$ cat src/rtl/alu_issue_stage_pkg.sv
// Shared definitions for the ALU issue stage: ALU op codes, ALU-op class
// codes, reset constants and small funct-classification helpers.
package alu_issue_stage_pkg;

   localparam int OP_W  = 6;
   localparam int CLS_W = 3;

   // ALU operation codes (MIPS funct encoding)
   localparam logic [OP_W-1:0] OP_ADD = 6'b100000;
   localparam logic [OP_W-1:0] OP_SUB = 6'b100010;
   localparam logic [OP_W-1:0] OP_AND = 6'b100100;
   localparam logic [OP_W-1:0] OP_OR  = 6'b100101;
   localparam logic [OP_W-1:0] OP_XOR = 6'b100110;
   localparam logic [OP_W-1:0] OP_NOR = 6'b100111;
   localparam logic [OP_W-1:0] OP_SRA = 6'b000011;
   localparam logic [OP_W-1:0] OP_SRL = 6'b000010;

   // ALU-op classes delivered by the decoder; 110/111 are unused encodings
   typedef enum logic [CLS_W-1:0] {
      CLS_ADD   = 3'b000,
      CLS_SUB   = 3'b001,
      CLS_RTYPE = 3'b010,
      CLS_AND   = 3'b011,
      CLS_OR    = 3'b100,
      CLS_XOR   = 3'b101
   } alu_class_e;

   // Reset values of the output registers
   localparam logic            RST_VALID   = 1'b0;
   localparam logic            RST_ILLEGAL = 1'b0;
   localparam logic [OP_W-1:0] RST_OP      = '0;

   // R-type funct codes the downstream ALU implements
   function automatic logic is_rtype_legal(input logic [OP_W-1:0] funct);
      return (funct == OP_ADD) || (funct == OP_SUB) || (funct == OP_AND) ||
             (funct == OP_OR)  || (funct == OP_XOR) || (funct == OP_NOR) ||
             (funct == OP_SRA) || (funct == OP_SRL);
   endfunction

   // Shift functs take rt as the shifted value and shamt as operand B
   function automatic logic is_shift_funct(input logic [OP_W-1:0] funct);
      return (funct == OP_SRA) || (funct == OP_SRL);
   endfunction

endpackage

$ cat src/rtl/alu_issue_stage_fwd_mux.sv
// Priority forwarding select for one source operand: EX/MEM beats MEM/WB,
// register 0 is never forwarded.
module alu_issue_stage_fwd_mux #(
   parameter int N_BITS     = 32,
   parameter int N_REG_ADDR = 5
) (
   input  logic [N_REG_ADDR-1:0] i_addr,
   input  logic [N_BITS-1:0]     i_rf_data,
   input  logic                  i_exmem_we,
   input  logic [N_REG_ADDR-1:0] i_exmem_addr,
   input  logic [N_BITS-1:0]     i_exmem_data,
   input  logic                  i_memwb_we,
   input  logic [N_REG_ADDR-1:0] i_memwb_addr,
   input  logic [N_BITS-1:0]     i_memwb_data,
   output logic [N_BITS-1:0]     o_data
);

   logic w_addr_zero;
   logic w_hit_exmem;
   logic w_hit_memwb;

   assign w_addr_zero = (i_addr == '0);
   assign w_hit_exmem = i_exmem_we && (i_exmem_addr == i_addr);
   assign w_hit_memwb = i_memwb_we && (i_memwb_addr == i_addr);

   // Select the youngest in-flight producer of this register, else the RF
   always_comb begin
      // NOTE: every always_comb output gets a default first so no path leaves
      // it unassigned; an unassigned path would infer a latch.
      o_data = i_rf_data;
      if (!w_addr_zero) begin
         if (w_hit_exmem) begin
            o_data = i_exmem_data;
         end else if (w_hit_memwb) begin
            o_data = i_memwb_data;
         end
      end
   end

endmodule

$ cat src/rtl/alu_issue_stage.sv
// Execute-issue stage in front of the combinational ALU: resolves operands
// through forwarding, maps class/funct to an ALU op, and holds one registered
// instruction behind a valid/ready handshake with flush.
module alu_issue_stage
   import alu_issue_stage_pkg::*;
#(
   parameter int N_BITS     = 32,
   parameter int N_REG_ADDR = 5
) (
   input  logic                  i_clk,
   input  logic                  i_rst_n,
   input  logic                  i_valid,
   output logic                  o_ready,
   input  logic [2:0]            i_alu_class,
   input  logic [5:0]            i_funct,
   input  logic                  i_use_imm,
   input  logic [15:0]           i_imm,
   input  logic [4:0]            i_shamt,
   input  logic [N_REG_ADDR-1:0] i_rs_addr,
   input  logic [N_REG_ADDR-1:0] i_rt_addr,
   input  logic [N_REG_ADDR-1:0] i_rd_addr,
   input  logic [N_BITS-1:0]     i_rs_data,
   input  logic [N_BITS-1:0]     i_rt_data,
   input  logic                  i_exmem_we,
   input  logic [N_REG_ADDR-1:0] i_exmem_addr,
   input  logic [N_BITS-1:0]     i_exmem_data,
   input  logic                  i_memwb_we,
   input  logic [N_REG_ADDR-1:0] i_memwb_addr,
   input  logic [N_BITS-1:0]     i_memwb_data,
   input  logic                  i_flush,
   input  logic                  i_ready,
   output logic                  o_valid,
   output logic [N_BITS-1:0]     o_a,
   output logic [N_BITS-1:0]     o_b,
   output logic [5:0]            o_op,
   output logic [N_REG_ADDR-1:0] o_rd_addr,
   output logic                  o_illegal
);

   // Output registers
   logic                  r_valid;
   logic [N_BITS-1:0]     r_a;
   logic [N_BITS-1:0]     r_b;
   logic [OP_W-1:0]       r_op;
   logic [N_REG_ADDR-1:0] r_rd_addr;
   logic                  r_illegal;

   // Combinational next-instruction values
   logic [N_BITS-1:0]     w_fwd_rs;
   logic [N_BITS-1:0]     w_fwd_rt;
   logic [N_BITS-1:0]     w_imm_sext;
   logic [N_BITS-1:0]     w_imm_zext;
   logic [N_BITS-1:0]     w_shamt_zext;
   logic                  w_imm_signed;
   logic                  w_is_shift;
   logic [OP_W-1:0]       w_op;
   logic                  w_illegal;
   logic [N_BITS-1:0]     w_a;
   logic [N_BITS-1:0]     w_b;
   logic                  w_capture;

   alu_issue_stage_fwd_mux #(
      .N_BITS     (N_BITS),
      .N_REG_ADDR (N_REG_ADDR)
   ) u_fwd_rs (
      .i_addr       (i_rs_addr),
      .i_rf_data    (i_rs_data),
      .i_exmem_we   (i_exmem_we),
      .i_exmem_addr (i_exmem_addr),
      .i_exmem_data (i_exmem_data),
      .i_memwb_we   (i_memwb_we),
      .i_memwb_addr (i_memwb_addr),
      .i_memwb_data (i_memwb_data),
      .o_data       (w_fwd_rs)
   );

   alu_issue_stage_fwd_mux #(
      .N_BITS     (N_BITS),
      .N_REG_ADDR (N_REG_ADDR)
   ) u_fwd_rt (
      .i_addr       (i_rt_addr),
      .i_rf_data    (i_rt_data),
      .i_exmem_we   (i_exmem_we),
      .i_exmem_addr (i_exmem_addr),
      .i_exmem_data (i_exmem_data),
      .i_memwb_we   (i_memwb_we),
      .i_memwb_addr (i_memwb_addr),
      .i_memwb_data (i_memwb_data),
      .o_data       (w_fwd_rt)
   );

   // No skid buffer: accept only when empty or the held entry leaves now
   assign o_ready   = !r_valid || i_ready;
   assign w_capture = i_valid && o_ready && !i_flush;

   assign w_imm_sext   = {{(N_BITS-16){i_imm[15]}}, i_imm};
   assign w_imm_zext   = {{(N_BITS-16){1'b0}}, i_imm};
   assign w_shamt_zext = {{(N_BITS-5){1'b0}}, i_shamt};
   // Arithmetic classes sign-extend the immediate, logical ones zero-extend
   assign w_imm_signed = (i_alu_class == CLS_ADD) || (i_alu_class == CLS_SUB);
   assign w_is_shift   = (i_alu_class == CLS_RTYPE) && is_shift_funct(i_funct);

   // Map ALU-op class plus funct to the ALU op code, flagging unsupported ones
   always_comb begin
      w_op      = OP_ADD;
      w_illegal = 1'b0;
      case (i_alu_class)
         CLS_ADD:   w_op = OP_ADD;
         CLS_SUB:   w_op = OP_SUB;
         CLS_AND:   w_op = OP_AND;
         CLS_OR:    w_op = OP_OR;
         CLS_XOR:   w_op = OP_XOR;
         CLS_RTYPE: begin
            if (is_rtype_legal(i_funct)) begin
               w_op = i_funct;
            end else begin
               w_illegal = 1'b1;
            end
         end
         default:   w_illegal = 1'b1;
      endcase
   end

   // Choose operands: shifts use rt/shamt, immediates replace rt for the
   // immediate-capable classes; R-type non-shifts always read rt
   always_comb begin
      w_a = w_fwd_rs;
      w_b = w_fwd_rt;
      if (w_illegal) begin
         w_a = '0;
         w_b = '0;
      end else if (w_is_shift) begin
         w_a = w_fwd_rt;
         w_b = w_shamt_zext;
      end else if (i_use_imm && (i_alu_class != CLS_RTYPE)) begin
         w_b = w_imm_signed ? w_imm_sext : w_imm_zext;
      end
   end

   // Pipeline register: flush beats capture, capture beats drain, else hold
   always_ff @(posedge i_clk or negedge i_rst_n) begin
      // NOTE: state registers use non-blocking assignments so every flop
      // samples pre-edge values regardless of statement order.
      if (!i_rst_n) begin
         r_valid   <= RST_VALID;
         r_a       <= '0;
         r_b       <= '0;
         r_op      <= RST_OP;
         r_rd_addr <= '0;
         r_illegal <= RST_ILLEGAL;
      end else if (i_flush) begin
         r_valid   <= 1'b0;
         r_illegal <= 1'b0;
      end else if (w_capture) begin
         r_valid   <= 1'b1;
         r_a       <= w_a;
         r_b       <= w_b;
         r_op      <= w_op;
         r_rd_addr <= i_rd_addr;
         r_illegal <= w_illegal;
      end else if (r_valid && i_ready) begin
         r_valid   <= 1'b0;
      end
   end

   assign o_valid   = r_valid;
   assign o_a       = r_a;
   assign o_b       = r_b;
   assign o_op      = r_op;
   assign o_rd_addr = r_rd_addr;
   assign o_illegal = r_illegal;

endmodule

$ cat config.mk
export PLATFORM = sky130hd
export DESIGN_NAME = alu_issue_stage
export DESIGN_NICKNAME = d
export VERILOG_FILES = /design/src/rtl/alu_issue_stage_pkg.sv /design/src/rtl/alu_issue_stage_fwd_mux.sv /design/src/rtl/alu_issue_stage.sv
export SDC_FILE = /design/constraint.sdc
export NUM_CORES = 1
export LEC_CHECK = 0
export CORE_UTILIZATION = 35
export CTS_CLUSTER_SIZE = 10
export DETAILED_ROUTE_END_ITERATION = 8
export PLACE_DENSITY_LB_ADDON = 0.25
export SETUP_SLACK_MARGIN = 0.5
export SLEW_MARGIN = 20
export SYNTH_ARGS = -nofsm -noshare
export SYNTH_HDL_FRONTEND = slang
export SYNTH_SLANG_ARGS = --single-unit
$ cat constraint.sdc
create_clock -name i_clk -period 2.8 [get_ports i_clk]
set_clock_uncertainty 0.2 [all_clocks]
set_input_delay 0.28 -clock i_clk [delete_from_list [all_inputs] [get_ports i_clk]]
set_output_delay 0.28 -clock i_clk [all_outputs]
set_load 0.01 [all_outputs]
==> metrics.txt, run 1 <==
# TYPE chip_impl_metric gauge
chip_impl_info{name="run_status",value="finished, final reports clean"} 1
chip_impl_info{name="tritoncts",value="done"} 1
chip_impl_metric{name="yosysUniqueCellTypes",unit=""} 52
chip_impl_metric{name="syn_area_per_cell",unit="um2"} 9.28
chip_impl_metric{name="aggregate_global_route_resource_usage",unit="%"} 29.1
chip_impl_metric{name="cp.required",unit="ns"} 2.85
chip_impl_metric{name="ys_warn_count",unit=""} 0
chip_impl_info{name="holdPathEnd",value="o_op[0]$_DFFE_PN0P_"} 1
chip_impl_metric{name="finalInstanceArea",unit="mm2"} 0.00876
chip_impl_metric{name="grt_antenna_before_repair",unit=""} 0
chip_impl_metric{name="grt_start_max_net_pins",unit=""} 78
chip_impl_metric{name="design.core.area",unit="mm2"} 0.0139
chip_impl_metric{name="ir_worst_vdd",unit="mV"} 0.251
chip_impl_info{name="setup.worst_path.start_class",value="input pin"} 1
chip_impl_info{name="synthDominantAreaCellType",value="sky130_fd_sc_hd__dfrtp_1"} 1
chip_impl_metric{name="postSynthNetCount",unit=""} 729
chip_impl_metric{name="drt-vias-per-instance",unit=""} 6.26
chip_impl_info{name="reg2reg_from",value="o_valid$_DFFE_PN0P_"} 1
chip_impl_metric{name="fp-row-count",unit=""} 43
chip_impl_metric{name="clk-insertion-delay-late",unit="ns"} 0.34
chip_impl_metric{name="synth-seq-cells",unit=""} 77
chip_impl_metric{name="fmax",unit="GHz"} 0.447
chip_impl_metric{name="dr.pass1.iters",unit=""} 5
chip_impl_metric{name="portBuffers",unit=""} 268
chip_impl_metric{name="setup-violations-final",unit=""} 0
chip_impl_metric{name="dr_total_vias",unit=""} 6295
chip_impl_info{name="clockRootBuffer",value="sky130_fd_sc_hd__clkbuf_16"} 1
chip_impl_metric{name="final_max_tran_viols",unit=""} 0
chip_impl_metric{name="num_antenna_cells",unit=""} 0
chip_impl_metric{name="die_height",unit="um"} 121
chip_impl_metric{name="rel_slew_slack",unit="%"} 62.2
chip_impl_metric{name="layout-area-overhead-vs-synth",unit="%"} 76.2
chip_impl_metric{name="floorplan.die.width",unit="um"} 121
chip_impl_metric{name="gate_count_post_synth",unit=""} 536
chip_impl_metric{name="fraction_of_final_layout_cells_with_drive_strength_greater_than_1",unit="%"} 12.2
chip_impl_metric{name="initial_core_util",unit="%"} 35.8
chip_impl_metric{name="finalCriticalPeriod",unit="ns"} 2.24
chip_impl_metric{name="via_count_of_the_first_global_routing_pass",unit=""} 6296
chip_impl_metric{name="number_of_stages_on_the_worst_hold_path",unit=""} 3
chip_impl_metric{name="static_leak",unit="uW"} 0.00337
chip_impl_metric{name="clkSlewWorstSetupHoldPaths",unit="ns"} 0.06
chip_impl_info{name="ys.flop_type",value="sky130_fd_sc_hd__dfrtp_1"} 1
chip_impl_info{name="worstSetupPathType",value="in2reg"} 1
chip_impl_metric{name="remaining_drc_errors",unit=""} 0
chip_impl_metric{name="num-nets-final",unit=""} 1014
chip_impl_metric{name="timing.critical_path.fanout_max",unit=""} 24
chip_impl_metric{name="worst-r2r-cell-count",unit=""} 8
chip_impl_metric{name="drt_wl_total",unit="um"} 22000
chip_impl_info{name="synth.area.top_cells",value="sky130_fd_sc_hd__dfrtp_1 (39%), sky130_fd_sc_hd__o221ai_1 (8.1%), sky130_fd_sc_hd__a22oi_1 (5.7%)"} 1
chip_impl_metric{name="i_o_pin_count",unit=""} 269
chip_impl_metric{name="mappedNetlistArea",unit="mm2"} 0.00497
chip_impl_info{name="worstReg2RegEnd",value="o_a[31]$_DFFE_PN0P_"} 1
chip_impl_metric{name="depth_of_the_cts_h_tree",unit=""} 3
chip_impl_metric{name="timing.max_cap.violations",unit=""} 0
chip_impl_metric{name="count_of_flip_flops_with_a_built_in_enable_after_synthesis",unit=""} 0
chip_impl_metric{name="cts-buffers-inserted",unit=""} 9
chip_impl_metric{name="overflow",unit=""} 0
chip_impl_metric{name="wl_per_cell",unit="um"} 21.8
chip_impl_metric{name="async_reset_ff_share",unit="%"} 100
chip_impl_metric{name="critPathArrivalTime",unit="ns"} 2.29
chip_impl_info{name="timing.critical_path.to_type",value="flip-flop"} 1
chip_impl_metric{name="wire_length_of_the_first_global_routing_pass",unit="um"} 32800
chip_impl_metric{name="dpl-instance-area",unit="mm2"} 0.00814
chip_impl_metric{name="finalWeightedCongestion",unit=""} 0.927
chip_impl_info{name="hold_wc_path_type",value="in2reg"} 1
chip_impl_metric{name="detail-route-antenna-nets",unit=""} 0
chip_impl_metric{name="fin_crit_sh",unit="%"} 79.9
chip_impl_metric{name="fp.dieArea",unit="mm2"} 0.0147
chip_impl_metric{name="synth.yosys.seq_area_share",unit="%"} 38.7
chip_impl_info{name="rsz0062_at_grt",value="false"} 1
chip_impl_metric{name="dr.first_iter.drc_count",unit=""} 641
chip_impl_metric{name="clock-sinks",unit=""} 77
chip_impl_info{name="hp-start",value="i_alu_class[0]"} 1
chip_impl_metric{name="cellPowerDensity",unit="mW/mm2"} 440
chip_impl_metric{name="ff2ff_setup_slack",unit="ns"} 0.67
chip_impl_metric{name="synth.top_cell.area_share",unit="%"} 38.7
chip_impl_metric{name="finalHoldViolations",unit=""} 0
chip_impl_metric{name="cts_max_path_buffers",unit=""} 2
chip_impl_metric{name="worst_margin_slew",unit="ns"} 0.565
chip_impl_metric{name="detailed_placement_hpwl",unit="um"} 15600
chip_impl_metric{name="fin_cells",unit=""} 1006
chip_impl_metric{name="placed_cells",unit=""} 979
==> report_power, final <==
| part | internal, uW | switching [uW] | leakage (uW) |
|---|---|---|---|
| sequential | 1280 | 103 | 0.000987 |
| combinational | 761 | 542 | 0.00224 |
| clock | 695 | 474 | 0.000148 |
==> state kept, by name (all words and copies together), names as in the netlist <==
register,cells
o_a,32
o_b,32
o_op,6
o_valid,1
o_rd_addr,5
o_illegal,1
==> how the worst max path moves through the flow <==
stage	from	endpoint	slack, ns	cells after the start
floorplan	i_alu_class[0]	o_a[6]$_DFFE_PN0P_	0.59	7
global placement	i_alu_class[1]	o_a[17]$_DFFE_PN0P_	0.04	7
detailed placement	i_alu_class[1]	o_a[31]$_DFFE_PN0P_	-0.03	7
CTS	i_rt_addr[1]	o_b[21]$_DFFE_PN0P_	0.48	10
global route	i_rt_addr[1]	o_b[1]$_DFFE_PN0P_	0.50	10
finish	i_funct[1]	o_a[31]$_DFFE_PN0P_	0.56	8
==> through the flow <==
| step | util [%] | TNS [ns] | total power [uW] | hold WS, ns | setup WS [ns] |
|---|---|---|---|---|---|
| 2_1_floorplan | - | 0 | 1820 | -0.216 | 0.590 |
| 6_report | 63.1 | 0 | 3860 | 0.218 | 0.562 |
| 4_1_cts | 61.4 | 0 | 3860 | 0.207 | 0.477 |
| 3_3_place_gp | 58.6 | 0 | 2650 | 0.138 | 0.0438 |
| 3_5_place_dp | 58.6 | -0.0319 | 2670 | 0.142 | -0.0319 |
| 5_1_grt | 63.1 | 0 | 4010 | 0.229 | 0.498 |
==> critical path: stages <==
cell	delay, ns
sky130_fd_sc_hd__clkdlybuf4s50_1	0.48
sky130_fd_sc_hd__nor3b_2	0.22
sky130_fd_sc_hd__or4b_4	0.53
sky130_fd_sc_hd__nor3_4	0.17
sky130_fd_sc_hd__buf_6	0.14
sky130_fd_sc_hd__buf_12	0.16
sky130_fd_sc_hd__o21ai_0	0.11
sky130_fd_sc_hd__o211ai_1	0.20
==> layer usage <==
metal	vias to the layer above	global-route usage (%)	share of wire, %
met5	-	0	0
met4	0	14.4	3.8
met3	77	5.64	9.1
met2	471	46.6	47
met1	2994	37.3	40
li1	2753	-	-
==> timing repair <==
action,in CTS,in global routing
endpoints found under the setup margin,53,54
pin swaps,10,7
hold endpoints to repair,77,0
setup buffers,1,4
cloned,1,4
resized for setup,13,33
hold buffers,1,0
==> final cells by class <==
type,instances,area [um2]
inverter,9,33.8
tap,180,225
sequential,77,1930
multi-input combinational,402,2950
clock inverter,3,17.5
clock buffer,13,280
timing repair buffer,322,3330
fill,1167,5120
==> cell families (layout without fill, tap and decap cells) <==
group	after synthesis	after routing	synth area share [%]
xor+xnor	20	20	3.52
compound gates	275	275	41.5
fa+ha+maj	2	2	0.503
simple gates	100	100	10.1
flops	77	77	38.7
buf+inv	57	347	4.55
mux	5	5	1.13
==> placed cells by master, fill, tap and decap left out, types with 16 or more instances in the layout <==
master	netlist	final
sky130_fd_sc_hd__a2bb2oi_1	16	16
sky130_fd_sc_hd__dfrtp_1	77	77
sky130_fd_sc_hd__buf_4	1	34
sky130_fd_sc_hd__o21ai_0	30	30
sky130_fd_sc_hd__o22ai_1	37	37
sky130_fd_sc_hd__a22oi_1	38	38
sky130_fd_sc_hd__nand2_1	50	50
sky130_fd_sc_hd__o211ai_1	32	32
sky130_fd_sc_hd__o22a_1	31	31
sky130_fd_sc_hd__a22o_1	16	16
sky130_fd_sc_hd__o221ai_1	46	39
sky130_fd_sc_hd__clkdlybuf4s50_1	0	253
==> synth_stat cells (2+ instances only) <==
master,number
sky130_fd_sc_hd__o22a_1,31
sky130_fd_sc_hd__xnor2_1,12
sky130_fd_sc_hd__a22o_1,16
sky130_fd_sc_hd__or3_1,5
sky130_fd_sc_hd__clkbuf_1,37
sky130_fd_sc_hd__a21o_1,3
sky130_fd_sc_hd__nand2b_1,2
sky130_fd_sc_hd__buf_1,3
sky130_fd_sc_hd__a2bb2oi_1,16
sky130_fd_sc_hd__nand2_1,50
sky130_fd_sc_hd__o211ai_1,32
sky130_fd_sc_hd__nand4_1,2
sky130_fd_sc_hd__inv_1,9
sky130_fd_sc_hd__and4_1,2
sky130_fd_sc_hd__o221ai_1,46
sky130_fd_sc_hd__o211a_1,2
sky130_fd_sc_hd__o31ai_1,2
sky130_fd_sc_hd__ha_1,2
sky130_fd_sc_hd__a31oi_1,4
sky130_fd_sc_hd__nor3_1,5
sky130_fd_sc_hd__o21ai_0,30
sky130_fd_sc_hd__nor4_1,2
sky130_fd_sc_hd__nor2_1,8
sky130_fd_sc_hd__a22oi_1,38
sky130_fd_sc_hd__buf_2,7
sky130_fd_sc_hd__a21oi_1,9
sky130_fd_sc_hd__and2_1,5
sky130_fd_sc_hd__nand3_1,6
sky130_fd_sc_hd__o22ai_1,37
sky130_fd_sc_hd__and3_1,4
sky130_fd_sc_hd__mux2_2,5
sky130_fd_sc_hd__dfrtp_1,77
sky130_fd_sc_hd__xor2_1,8
(Power assumes the default switching activity.)
==> inputs of run 2 (changes only) <==
Clock period 2.8 ns to 2.1 ns, I/O delays scaled along.
==> metrics.txt, run 2 (synthesis gave the netlist of run 1 again) <==
# TYPE chip_impl_metric gauge
chip_impl_metric{name="dr.first_iter.drc_count",unit=""} 833
chip_impl_info{name="worstSetupPathType",value="in2reg"} 1
chip_impl_metric{name="portBuffers",unit=""} 268
chip_impl_metric{name="number_of_stages_on_the_worst_hold_path",unit=""} 3
chip_impl_metric{name="floorplan.die.width",unit="um"} 121
chip_impl_metric{name="fin_crit_sh",unit="%"} 97.7
chip_impl_metric{name="dpl-instance-area",unit="mm2"} 0.00867
chip_impl_metric{name="met2_length",unit="um"} 12700
chip_impl_metric{name="ir_worst_vdd",unit="mV"} 0.456
chip_impl_info{name="critPathMostFrequentCell",value="sky130_fd_sc_hd__buf_6"} 1
chip_impl_metric{name="finalInstanceArea",unit="mm2"} 0.0105
chip_impl_metric{name="fp-row-count",unit=""} 43
chip_impl_info{name="timing.critical_path.to_type",value="flip-flop"} 1
chip_impl_metric{name="overflow",unit=""} 0
chip_impl_metric{name="worst-r2r-cell-count",unit=""} 10
chip_impl_metric{name="fp.dieArea",unit="mm2"} 0.0147
chip_impl_info{name="routed.top_layer",value="met4"} 1
chip_impl_metric{name="smallest_hold_slack",unit="ns"} -0.00348
chip_impl_metric{name="finalCriticalPeriod",unit="ns"} 2.05
chip_impl_metric{name="layout-area-overhead-vs-synth",unit="%"} 111
chip_impl_metric{name="dr.pass1.iters",unit=""} 5
chip_impl_info{name="critical_path.cell_chain",value="buf_6 -> or3b_4 -> or4b_4 -> nor3_4 -> buf_4 -> buf_6 -> and3_4 -> a22oi_2 -> o211ai_1"} 1
chip_impl_info{name="final_cell_mix",value="sky130_fd_sc_hd__clkdlybuf4s50_1 (162), sky130_fd_sc_hd__dlygate4sd2_1 (80), sky130_fd_sc_hd__dfrtp_1 (77)"} 1
chip_impl_metric{name="finished_core_util",unit="%"} 75.5
chip_impl_metric{name="setup_total_negative_slack",unit="ns"} 0
chip_impl_metric{name="final_max_tran_viols",unit=""} 0
chip_impl_metric{name="fmax",unit="GHz"} 0.487
chip_impl_metric{name="rel_slew_slack",unit="%"} 61.1
chip_impl_metric{name="finalHoldViolations",unit=""} 1
chip_impl_metric{name="aggregate_global_route_resource_usage",unit="%"} 35.9
chip_impl_info{name="cpLargestDelayFamily",value="simple AND/OR/NAND/NOR gates"} 1
chip_impl_metric{name="finalWeightedCongestion",unit=""} 0.872
chip_impl_metric{name="wl_met1",unit="um"} 9960
chip_impl_metric{name="cellPowerDensity",unit="mW/mm2"} 510
chip_impl_metric{name="dr_total_vias",unit=""} 7042
chip_impl_metric{name="fillers",unit=""} 930
chip_impl_metric{name="grt_start_max_net_pins",unit=""} 42
chip_impl_metric{name="timing.max_cap.violations",unit=""} 0
chip_impl_info{name="hold_wc_path_type",value="in2reg"} 1
chip_impl_metric{name="remaining_drc_errors",unit=""} 0
chip_impl_metric{name="drt_wl_total",unit="um"} 26600
chip_impl_metric{name="worst_margin_slew",unit="ns"} 0.584
chip_impl_metric{name="place_ws",unit="ns"} -0.626
chip_impl_info{name="final_common_cell",value="sky130_fd_sc_hd__clkdlybuf4s50_1"} 1
chip_impl_metric{name="timing.critical_path.slowest_cell_delay",unit="ns"} 0.56
chip_impl_metric{name="placed_cells",unit=""} 1021
chip_impl_info{name="crit_slowest_cell",value="sky130_fd_sc_hd__or4b_4"} 1
chip_impl_metric{name="static_leak",unit="uW"} 0.00428
chip_impl_metric{name="clkSlewWorstSetupHoldPaths",unit="ns"} 0.06
chip_impl_metric{name="design.core.area",unit="mm2"} 0.0139
chip_impl_metric{name="detailroute.wirelength.met3",unit="um"} 2600
chip_impl_metric{name="path_depth",unit=""} 9
chip_impl_metric{name="drt-vias-per-instance",unit=""} 6.46
chip_impl_metric{name="clock-sinks",unit=""} 77
chip_impl_info{name="violated_checks",value="hold timing"} 1
chip_impl_metric{name="initial_core_util",unit="%"} 35.8
chip_impl_metric{name="via_count_of_the_first_global_routing_pass",unit=""} 7430
chip_impl_metric{name="wire_length_of_the_first_global_routing_pass",unit="um"} 40200
chip_impl_metric{name="cts-buffers-inserted",unit=""} 9
chip_impl_metric{name="fraction_of_final_layout_cells_with_drive_strength_greater_than_1",unit="%"} 34.1
chip_impl_metric{name="cts_max_path_buffers",unit=""} 2
chip_impl_info{name="run_status",value="complete, but fails checks"} 1
chip_impl_metric{name="cp.required",unit="ns"} 2.15
chip_impl_metric{name="grt_antenna_before_repair",unit=""} 0
chip_impl_info{name="setup.worst_path.start_class",value="input pin"} 1
chip_impl_metric{name="setup-violations-final",unit=""} 0
chip_impl_metric{name="wl_per_cell",unit="um"} 24.4
chip_impl_metric{name="detailed_placement_hpwl",unit="um"} 16300
chip_impl_metric{name="num_antenna_cells",unit=""} 0
chip_impl_metric{name="critical_path_buf_inv_count",unit=""} 3
chip_impl_metric{name="timing.critical_path.fanout_max",unit=""} 6
chip_impl_metric{name="i_o_pin_count",unit=""} 269
chip_impl_metric{name="clk-insertion-delay-late",unit="ns"} 0.33
chip_impl_metric{name="num-nets-final",unit=""} 1101
chip_impl_metric{name="die_height",unit="um"} 121
chip_impl_metric{name="fin_cells",unit=""} 1090
chip_impl_info{name="clockRootBuffer",value="sky130_fd_sc_hd__clkbuf_16"} 1
chip_impl_metric{name="depth_of_the_cts_h_tree",unit=""} 3
chip_impl_info{name="rsz0062_at_grt",value="true"} 1
chip_impl_metric{name="detail-route-antenna-nets",unit=""} 0
chip_impl_metric{name="critPathArrivalTime",unit="ns"} 2.10
chip_impl_info{name="tritoncts",value="done"} 1
chip_impl_metric{name="finalWorstSetupSlack",unit="ns"} 0.0474
run 2: cell count changes in the layout (fill, tap and decap cells not counted), moves of 18 or more:
cell,previous run,this run
sky130_fd_sc_hd__o21ai_0,30,5
sky130_fd_sc_hd__a22oi_1,38,20
sky130_fd_sc_hd__clkdlybuf4s50_1,253,162
sky130_fd_sc_hd__a22oi_2,0,18
sky130_fd_sc_hd__dlygate4sd2_1,3,80
sky130_fd_sc_hd__buf_6,6,31
sky130_fd_sc_hd__buf_4,34,76
run 2: final cells by class:
type / count / area (um2) / area share (%)
clock buffer: 10 / 229 / 2.18
clock inverter: 3 / 40.0 / 0.382
inverter: 9 / 33.8 / 0.322
multi-input combinational: 403 / 3700 / 35.3
sequential: 77 / 1930 / 18.4
tap: 180 / 225 / 2.15
timing repair buffer: 408 / 4330 / 41.3
run 2: worst reg2reg max path, cell delays in order, from the launching register on:
cell and delay (ns):
sky130_fd_sc_hd__dfrtp_1 0.41, sky130_fd_sc_hd__nand2b_4 0.09, sky130_fd_sc_hd__nand3b_1 0.11, sky130_fd_sc_hd__buf_6 0.15, sky130_fd_sc_hd__buf_6 0.12, sky130_fd_sc_hd__nor3_4 0.18
sky130_fd_sc_hd__buf_4 0.14, sky130_fd_sc_hd__buf_6 0.10, sky130_fd_sc_hd__and3_4 0.26, sky130_fd_sc_hd__a22oi_2 0.07, sky130_fd_sc_hd__o211ai_1 0.11
run 2: stage by stage:
step	hold slack [ns]	power, uW
finish	-0.00348	5350
detailed placement	0.0362	3680
global route	0.00408	5530
floorplan	-0.286	2490
CTS	0.00380	5230
global placement	0.0319	3640
run 2: final timing paths:
check	start	end	slack, ns
min	i_alu_class[0]	o_op[0]$_DFFE_PN0P_	-0.003
min reg2reg	o_a[30]$_DFFE_PN0P_	o_a[30]$_DFFE_PN0P_	0.29
max reg2reg	o_valid$_DFFE_PN0P_	o_a[5]$_DFFE_PN0P_	0.08
min in group asynchronous	i_rst_n	o_rd_addr[2]$_DFFE_PN0P_	0.22
max	i_alu_class[0]	o_a[5]$_DFFE_PN0P_	0.05
max in group asynchronous	i_rst_n	o_a[22]$_DFFE_PN0P_	0.80
run 2: power by group:
part	internal, uW	switching (uW)	total, uW
Sequential	1710	146	1850
Clock	898	622	1520
Combinational	1090	887	1970
Total	3690	1650	5350
run 2: what timing repair did:
action / in CTS / in global routing
pin swaps: 97 / 42
setup buffers: 32 / 5
gates resized for setup: 332 / 60
cloned: 18 / 0
hold buffers: 1 / 0
endpoints found under the hold margin: 38 / 0
endpoints found under the setup margin: 146 / 76
run 2: routing by layer:
layer	track usage [%]	vias to the layer above
met5	0	-
met4	19.5	0
met3	9.82	138
met2	59.1	528
met1	42.4	3426
li1	-	2950
